**src/rtl/alu_pkg.sv**
```systemverilog
// Shared constants and types for the keypad-to-ALU operand entry path.
package alu_pkg;

  localparam int ENTRY_W = 9;

  localparam logic [2:0] OPC_ADD = 3'b001;
  localparam logic [2:0] OPC_SUB = 3'b010;

  localparam logic [4:0] KEY_ADD = 5'd10;
  localparam logic [4:0] KEY_SUB = 5'd11;
  localparam logic [4:0] KEY_EQ  = 5'd12;
  localparam logic [4:0] KEY_CLR = 5'd13;
  localparam logic [4:0] KEY_NEG = 5'd14;

  typedef enum logic [2:0] {
    ST_OP1    = 3'd0,
    ST_LOAD1  = 3'd1,
    ST_OP2    = 3'd2,
    ST_LOAD2  = 3'd3,
    ST_RESULT = 3'd4
  } entry_state_t;

  function automatic logic is_digit(input logic [4:0] code);
    return (code <= 5'd9);
  endfunction

endpackage

```
**src/rtl/bcd_digit_reg.sv**
```systemverilog
// 9-bit sign-magnitude BCD entry register: shift-in digit, negate, clear, parallel load.
module bcd_digit_reg
  import alu_pkg::*;
(
  input  logic               clk,
  input  logic               nrst,
  input  logic               clr_i,
  input  logic               load_i,
  input  logic               shift_i,
  input  logic               neg_i,
  input  logic [3:0]         digit_i,
  input  logic [ENTRY_W-1:0] load_val_i,
  output logic [ENTRY_W-1:0] entry_o
);

  logic [ENTRY_W-1:0] entry_q;
  logic [ENTRY_W-1:0] entry_d;

  // Next entry value; clear beats load beats shift beats negate.
  always_comb begin
    entry_d = entry_q;
    if (clr_i) begin
      entry_d = '0;
    end else if (load_i) begin
      entry_d = load_val_i;
    end else if (shift_i) begin
      entry_d = {entry_q[8], entry_q[3:0], digit_i};
    end else if (neg_i) begin
      entry_d = {~entry_q[8], entry_q[7:0]};
    end else begin
      entry_d = entry_q;
    end
  end

  // Entry storage.
  always_ff @(posedge clk or negedge nrst) begin
    if (!nrst) begin
      entry_q <= '0;
    end else begin
      entry_q <= entry_d;
    end
  end

  assign entry_o = entry_q;

endmodule

```
**src/rtl/operand_entry.sv**
```systemverilog
// Keypad-to-ALU sequencer: builds BCD operands and drives the ALU assign/enable handshake.
// Define OPERAND_CHAIN_EN to let add/sub in RESULT reuse the result as the next first operand.
module operand_entry
  import alu_pkg::*;
#(
  parameter int unsigned WAIT_CYC = 2
) (
  input  logic       clk,
  input  logic       nrst,
  input  logic       key_valid,
  input  logic [4:0] key_code,
  input  logic [8:0] result,
  input  logic       o_flag,
  output logic [8:0] op,
  output logic [2:0] opcode,
  output logic       assign_op1,
  output logic       assign_op2,
  output logic       alu_en,
  output logic [8:0] disp_val,
  output logic       disp_err
);

  localparam int CW = (WAIT_CYC > 1) ? $clog2(WAIT_CYC) : 1;

  entry_state_t  state_q;
  logic [CW-1:0] wait_q;
  logic [8:0]    op_q;
  logic [2:0]    opcode_q;
  logic          assign_op1_q;
  logic          assign_op2_q;
  logic          alu_en_q;

  logic          key_digit_s;
  logic          key_op_s;
  logic          key_eq_s;
  logic          key_clr_s;
  logic          key_neg_s;
  logic          chain_ok_s;
  logic          load_done_s;
  logic [2:0]    key_opc_s;

  logic          ent_clr_s;
  logic          ent_load_s;
  logic          ent_shift_s;
  logic          ent_neg_s;
  logic [8:0]    ent_load_val_s;
  logic [8:0]    entry_s;

  // Key decode.
  always_comb begin
    key_digit_s = key_valid && is_digit(key_code);
    key_op_s    = key_valid && ((key_code == KEY_ADD) || (key_code == KEY_SUB));
    key_eq_s    = key_valid && (key_code == KEY_EQ);
    key_clr_s   = key_valid && (key_code == KEY_CLR);
    key_neg_s   = key_valid && (key_code == KEY_NEG);
    key_opc_s   = (key_code == KEY_SUB) ? OPC_SUB : OPC_ADD;
    load_done_s = (wait_q == '0);
`ifdef OPERAND_CHAIN_EN
    chain_ok_s  = (state_q == ST_RESULT) && key_op_s && !o_flag;
`else
    chain_ok_s  = 1'b0;
`endif
  end

  // Entry register control derived from state and key.
  always_comb begin
    ent_clr_s      = 1'b0;
    ent_load_s     = 1'b0;
    ent_shift_s    = 1'b0;
    ent_neg_s      = 1'b0;
    ent_load_val_s = '0;
    if (key_clr_s) begin
      ent_clr_s = 1'b1;
    end else begin
      case (state_q)
        ST_OP1, ST_OP2: begin
          ent_shift_s = key_digit_s;
          ent_neg_s   = key_neg_s;
        end
        ST_LOAD1: begin
          ent_clr_s = load_done_s;
        end
        ST_RESULT: begin
          if (key_digit_s) begin
            ent_load_s     = 1'b1;
            ent_load_val_s = {1'b0, 4'h0, key_code[3:0]};
          end else if (chain_ok_s) begin
            ent_load_s     = 1'b1;
            ent_load_val_s = result;
          end else begin
            ent_load_s     = 1'b0;
          end
        end
        default: begin
          ent_clr_s = 1'b0;
        end
      endcase
    end
  end

  bcd_digit_reg u_entry (
    .clk        (clk),
    .nrst       (nrst),
    .clr_i      (ent_clr_s),
    .load_i     (ent_load_s),
    .shift_i    (ent_shift_s),
    .neg_i      (ent_neg_s),
    .digit_i    (key_code[3:0]),
    .load_val_i (ent_load_val_s),
    .entry_o    (entry_s)
  );

  // Sequencer FSM with registered ALU-facing outputs; assign pulses self-clear.
  always_ff @(posedge clk or negedge nrst) begin
    if (!nrst) begin
      state_q      <= ST_OP1;
      wait_q       <= '0;
      op_q         <= '0;
      opcode_q     <= OPC_ADD;
      assign_op1_q <= 1'b0;
      assign_op2_q <= 1'b0;
      alu_en_q     <= 1'b0;
    end else begin
      assign_op1_q <= 1'b0;
      assign_op2_q <= 1'b0;
      if (key_clr_s) begin
        state_q  <= ST_OP1;
        opcode_q <= OPC_ADD;
        alu_en_q <= 1'b0;
      end else begin
        case (state_q)
          ST_OP1: begin
            if (key_op_s) begin
              opcode_q     <= key_opc_s;
              op_q         <= entry_s;
              assign_op1_q <= 1'b1;
              wait_q       <= CW'(WAIT_CYC - 1);
              state_q      <= ST_LOAD1;
            end
          end
          ST_LOAD1: begin
            if (load_done_s) begin
              state_q <= ST_OP2;
            end else begin
              wait_q  <= wait_q - CW'(1);
            end
          end
          ST_OP2: begin
            if (key_eq_s) begin
              op_q         <= entry_s;
              assign_op2_q <= 1'b1;
              wait_q       <= CW'(WAIT_CYC - 1);
              state_q      <= ST_LOAD2;
            end
          end
          ST_LOAD2: begin
            if (load_done_s) begin
              state_q  <= ST_RESULT;
              alu_en_q <= 1'b1;
            end else begin
              wait_q   <= wait_q - CW'(1);
            end
          end
          ST_RESULT: begin
            if (key_digit_s) begin
              state_q  <= ST_OP1;
              alu_en_q <= 1'b0;
            end else if (chain_ok_s) begin
              opcode_q     <= key_opc_s;
              op_q         <= result;
              assign_op1_q <= 1'b1;
              wait_q       <= CW'(WAIT_CYC - 1);
              state_q      <= ST_LOAD1;
              alu_en_q     <= 1'b0;
            end
          end
          default: begin
            state_q <= ST_OP1;
          end
        endcase
      end
    end
  end

  assign op         = op_q;
  assign opcode     = opcode_q;
  assign assign_op1 = assign_op1_q;
  assign assign_op2 = assign_op2_q;
  assign alu_en     = alu_en_q;
  assign disp_val   = (state_q == ST_RESULT) ? result : entry_s;
  assign disp_err   = o_flag && (state_q == ST_RESULT);

endmodule

```
**config.mk**
```make
export PLATFORM = sky130hd
export DESIGN_NAME = operand_entry
export DESIGN_NICKNAME = d
export VERILOG_FILES = /design/src/rtl/alu_pkg.sv /design/src/rtl/bcd_digit_reg.sv /design/src/rtl/operand_entry.sv
export SDC_FILE = /design/constraint.sdc
export NUM_CORES = 1
export LEC_CHECK = 0
export BUFFER_PORTS_ARGS = -buffer_cell sky130_fd_sc_hd__buf_2
export CORE_ASPECT_RATIO = 0.6
export CORE_MARGIN = 2
export CORE_UTILIZATION = 56
export CTS_BUF_LIST = sky130_fd_sc_hd__clkbuf_8
export CTS_CLUSTER_SIZE = 30
export DETAILED_ROUTE_END_ITERATION = 8
export PLACE_DENSITY = 0.91
export SKIP_LAST_GASP = 1
export SLEW_MARGIN = 20
export SYNTH_ARGS = -nofsm -noshare
export SYNTH_HDL_FRONTEND = slang
export SYNTH_SLANG_ARGS = --single-unit
```
**constraint.sdc**
```tcl
create_clock -name clk -period 3.1 [get_ports clk]
set_input_delay 0 -clock clk [delete_from_list [all_inputs] [get_ports clk]]
set_output_delay 0 -clock clk [all_outputs]
set_load 0.005 [all_outputs]
```
# Word-level counts from Yosys, hierarchy flattened
# Index checks and enable logic that the tools add are counted.
# W data, S select, Z words.
# op_classes
add_sub_neg	1
order_cmp	1
n_eq_ne	17
muxes	45
bitwise_logic	3
reduce_logical	23
# ops
operator	n
$mux W9	7
$mux W3	9
$eq A5 B4 Y1 const B	5
$mux W1	21
$ne A3 B3 Y1 const B	6
$pmux W9 S2	1
$pmux W3 S5	1
$mux W4	3
$reduce_bool A3 Y1	4
$reduce_and A4 Y1	2
$eq A3 B2 Y1 const B	2
$logic_and A1 B1 Y1	6
$reduce_bool A2 Y1	3
$le A5 B4 Y1 const B	1
$reduce_and A5 Y1	1
$ne A2 B2 Y1 const B	2
$reduce_and A2 Y1	2
$reduce_or A2 Y1	2
$eq A3 B1 Y1 const B	1
$eq A3 B3 Y1 const B	1
$logic_not A3 Y1	1
$not A1 Y1	3
$pmux W1 S3	1
$reduce_and A3 Y1	1
other kinds (4)	4
# totals
ff_bits	28
input_bits	18
out_inout_bits	25
elab_cells	99

# Logic depth before layout (Yosys ltp)
# logic_depth
depth_word	8
ltp_mapped	6
mapped_depth_nobuf	4

# By module
# A second synthesis with hierarchy kept.
# unflattened
cells_unflattened	131
area_unflattened_um2	1502.7
# by_module_without_submodules
module	n_inst	cells_each	area_per_inst_um2	seq_area_each_um2
operand_entry	1	89	1019.7	451.7
bcd_digit_reg	1	42	483.0	225.2

# Worst setup path before layout
# OpenSTA, ideal clock, no wires.
# synth_path
path_type	register to register
from	register state_q[1]
to	register op_q[0], in the netlist op[0]
setup_time_ns	0.125
t_arrival_ns	1.813
required_time_ns	2.975
path_slack_ns	1.162
stages_incl_launch_ff	5
n_path_buf	1
synth_period_minus_slack_ns	1.938
cell_sequence	dfrtp_1 buf_6 or3b_4 a2111oi_4 mux2_2
# synth_between
elab_chain_len	3
word_cells_on_any_way	7
classes_between	eq/ne (3); mux (1); reduce/logical (3)
# synth_rtl
element	line	source
start: declaration	operand_entry.sv:25	entry_state_t state_q;
start signal: assignment	operand_entry.sv:116	state_q <= ST_OP1;
start signal: assignment	operand_entry.sv:127	state_q <= ST_OP1;
start signal: assignment	operand_entry.sv:138	state_q <= ST_LOAD1;
$eq A3 B2 Y1 or $logic_not A3 Y1 (tied branches)	operand_entry.sv:131	case (state_q)
$ne A2 B2 Y1 (no line) or $reduce_bool A2 Y1 (tied branches)	-	
$reduce_and A4 Y1 (no line)	-	
end signal: assignment	operand_entry.sv:135	op_q <= entry_s;
end signal: assignment	operand_entry.sv:150	op_q <= entry_s;
end signal: assignment	operand_entry.sv:170	op_q <= result;
end: declaration	operand_entry.sv:27	logic [8:0] op_q;
# Several ways; a longest one is shown, not always the timed one.
# A chain may end at the register's enable or synchronous reset.

# Worst setup path after layout
# layout_path
from	register state_q[2]
to	output port disp_val[3]
# layout_between
elab_chain_len	2
# layout_rtl
element	line	source
$eq A3 B3 Y1	operand_entry.sv:190	assign disp_val = (state_q == ST_RESULT) ? result : entry_s;
$mux W9	operand_entry.sv:190	
end: declaration	operand_entry.sv:19	output logic [8:0] disp_val,
# Every way passes these cells.

==> impl_metrics.yaml <==
floorplanning:
  rows: 13
  start_util: 0.6075
  die_w_um: 67.24
  io_pins: 43
  core_um2: 2212
  die_h_um: 41.95
  die-area_um2: 2820
sta:
  fmax_ghz: 0.4415
  fin_crit_ns: 2.265
  max_slew.worst_pin.slew_ns: 0.8893
  whs_ns: 0.05776
  slew_violations: 0
  tns_ns: 0
  maxSlewHeadroom: 0.4049
  hold_viol_final: 0
  min_period_over_period: 0.7306
  rsz0062_at_grt: "no"
  clock_skew_ns: 0.005139
  finalSetupViolations: 0
status:
  status: "complete, no violations"
setup_path:
  r2r-start: "state_q[1]"
  cp-start-kind: "flop"
  reg2reg_to: "op[7]"
  cp_data_arrival_time_ns: 2.26
  critPathMaxFanout: 13
  critPathKind: "reg -> out"
  rr_worst_depth: 3
  ff2ff_setup_slack_ns: 0.94
  cp-end-kind: "primary output"
  required_ns: 3.10
min_path:
  worstHoldStart: "key_code[4]"
  whs_path_depth: 3
  hold_end: "opcode[0]"
  min_path_type: "in -> reg"
power:
  p_leak_nw: 0.7846
  p_per_area_nw_per_um2: 695.7
  ir_drop_mv: 0.3226
cells_and_area:
  stdcell_count: 187
  mostFrequentLayoutCell: "buf_2"
  drive_gt1_frac: 0.4331
  area_delta_synth_final_pct: 20.67
  nNetsFinal: 176
  layout_common_cells: "41 x buf_2, 26 x dfrtp_1, 18 x mux2_2"
  antenna_cells: 0
logic_synthesis:
  syn_nets: 133
  yosysUniqueCellTypes: 37
  synth-adder-area-share: 0
  syn-instance-count: 115
  avgSynthCellArea_um2: 11.69
  synth_top_family_by_area: "multiplexers"
  synth-simple-area-share: 0.1471
  ys_warn_count: 0
  synth-xor-area-share: 0.01304
  synth.top_cell.area_share: 0.4842
  synth_compound_area_frac: 0.1248
  ys_ff_latch: 27
  yosysSeqAreaShare: 0.5037
  yosysTopAreaCell: "dfrtp_1"
  syn_area_um2: 1344
  synth.area.mux_share: 0.1806
  synth_area_leaders: "dfrtp_1 48%, mux2_2 15%, nor2_1 3.6%"
clocking:
  clock_path_buffers: 2
  cts_max_level: 1
  clk_pin_slew_ns: 0.09
  cts_root_buf: "clkbuf_8"
  tritoncts: "yes"
  clk_latency_ns: 0.27
  cts_sinks: 27
  cts_buffers: 3
  post_cts_buffers: 0
detailed_routing:
  wirelength_um: 3172
  route.vias.total: 1108
  first_iter_violations: 64
  ant_nets: 0
  wire_per_inst_um: 16.96
  drtPass1Iterations: 4
  viasPerCell: 5.925
  route.detailed.drc: 0
place:
  place_inst: 181
  portBuffers: 41
  gp_congestion: 0.8649
  post-dp-hpwl_um: 2295
grt:
  antenna_found_initial: 0
  grt_util_all_layers: 0.2561
  gr-total-overflow: 0
  grt_pass1_wl_um: 5195
  grt_pass1_vias: 1094
  grt_max_degree: 28
run:
  drv_cap: 0
## cells in the mapped netlist
cell type  count
and3_1         1
a32oi_1        1
mux2_2        18
buf_4          1
nor4_1         2
conb_1         1
nand2_1        4
nor2_1        13
o21ai_0        4
dfstp_2        1
or3b_4         1
clkbuf_1       2
buf_1          1
and2_1         1
nor3_2         1
a31o_2         1
inv_1          2
nor2b_1        1
a311oi_1       1
or4b_2         1
o31ai_1        1
a2111oi_4      1
nand3b_1       1
nand2b_1       3
o21bai_1       1
nand4_1        1
buf_6          1
o311a_1        1
or2b_1         1
mux2i_1        4
a21oi_1        2
dfrtp_1       26
nand4bb_1      1
nor3_1         4
a22o_1         5
a211oi_1       2
xnor2_1        2
## cells by family (layout without fill, tap and decap cells)
logic type | count (synthesis) | after routing
flip-flops | 27 | 27
other | 1 | 1
XOR/XNOR | 2 | 2
multiplexers | 22 | 22
AO/OA/AOI/OAI | 20 | 20
AND/OR/NAND/NOR | 36 | 36
buffers and inverters | 7 | 49
## registers in the layout, summed over array words and instances, names as in the netlist
| name | flops |
|---|---|
| state_q | 3 |
| assign_op2 | 1 |
| opcode | 2 |
| wait_q | 1 |
| assign_op1 | 1 |
| op | 9 |
| alu_en | 1 |
| u_entry.entry_o | 9 |
## critical path: stages (launching register included)
cell      delay (ns)
dfrtp_1         0.62
nand2b_1        0.12
nor2_1          0.69
mux2_2          0.42
buf_2           0.13
## power by group
| part | total (mW) | switching (mW) | internal (mW) |
|---|---|---|---|
| combinational | 0.368 | 0.155 | 0.213 |
| sequential | 0.565 | 0.104 | 0.460 |
| clock | 0.196 | 0.107 | 0.0889 |
| total | 1.13 | 0.366 | 0.762 |
## worst max-delay path by stage
stage / start / end / slack, ns / depth (start not counted)
final: state_q[2] / disp_val[3] / 0.84 / 4
after global routing: state_q[2] / disp_val[3] / 0.64 / 4
after CTS: state_q[2] / disp_val[3] / 0.84 / 4
after detailed placement: state_q[1] / op[7] / 0.96 / 3
after global placement: state_q[1] / op[8] / 1.06 / 3
after floorplan: state_q[1] / op[0] / 1.16 / 4
## cell type report
type                            count  area [µm²]
Fill cell                         149       590.6
Timing Repair Buffer               43       225.2
Sequential cell                    27       676.9
Clock inverter                      1       3.754
Inverter                            2       7.507
Tap cell                           30       37.54
Clock buffer                        3       41.29
Multi-Input combinational cell     81       629.4
## metal layers
metal / global-route usage / vias up / routed length, µm
li1: - / 503 / -
met1: 0.3393 / 541 / 1369
met2: 0.3941 / 57 / 1516
met3: 0.05691 / 7 / 213
met4: 0.1306 / 0 / 72
met5: 0 / - / 0
## stage by stage
step | utilization | total power [mW] | area [µm²] | setup WS (ns)
2_1_floorplan | - | 0.7676 | 1344 | 1.162
3_5_place_dp | 0.7036 | 0.9316 | 1556 | 0.9642
4_1_cts | 0.7330 | 1.124 | 1622 | 0.8366
6_report | 0.7330 | 1.128 | 1622 | 0.8352
3_3_place_gp | 0.7036 | 0.9009 | 1556 | 1.064
5_1_grt | 0.7330 | 1.193 | 1622 | 0.6354
## repair_timing
action / 4_1_cts / 5_1_grt
resized for setup: 0 / 0
hold buffers: 2 / 0
hold endpoints to repair: 27 / 0
Power figures use the tool's default switching activity.
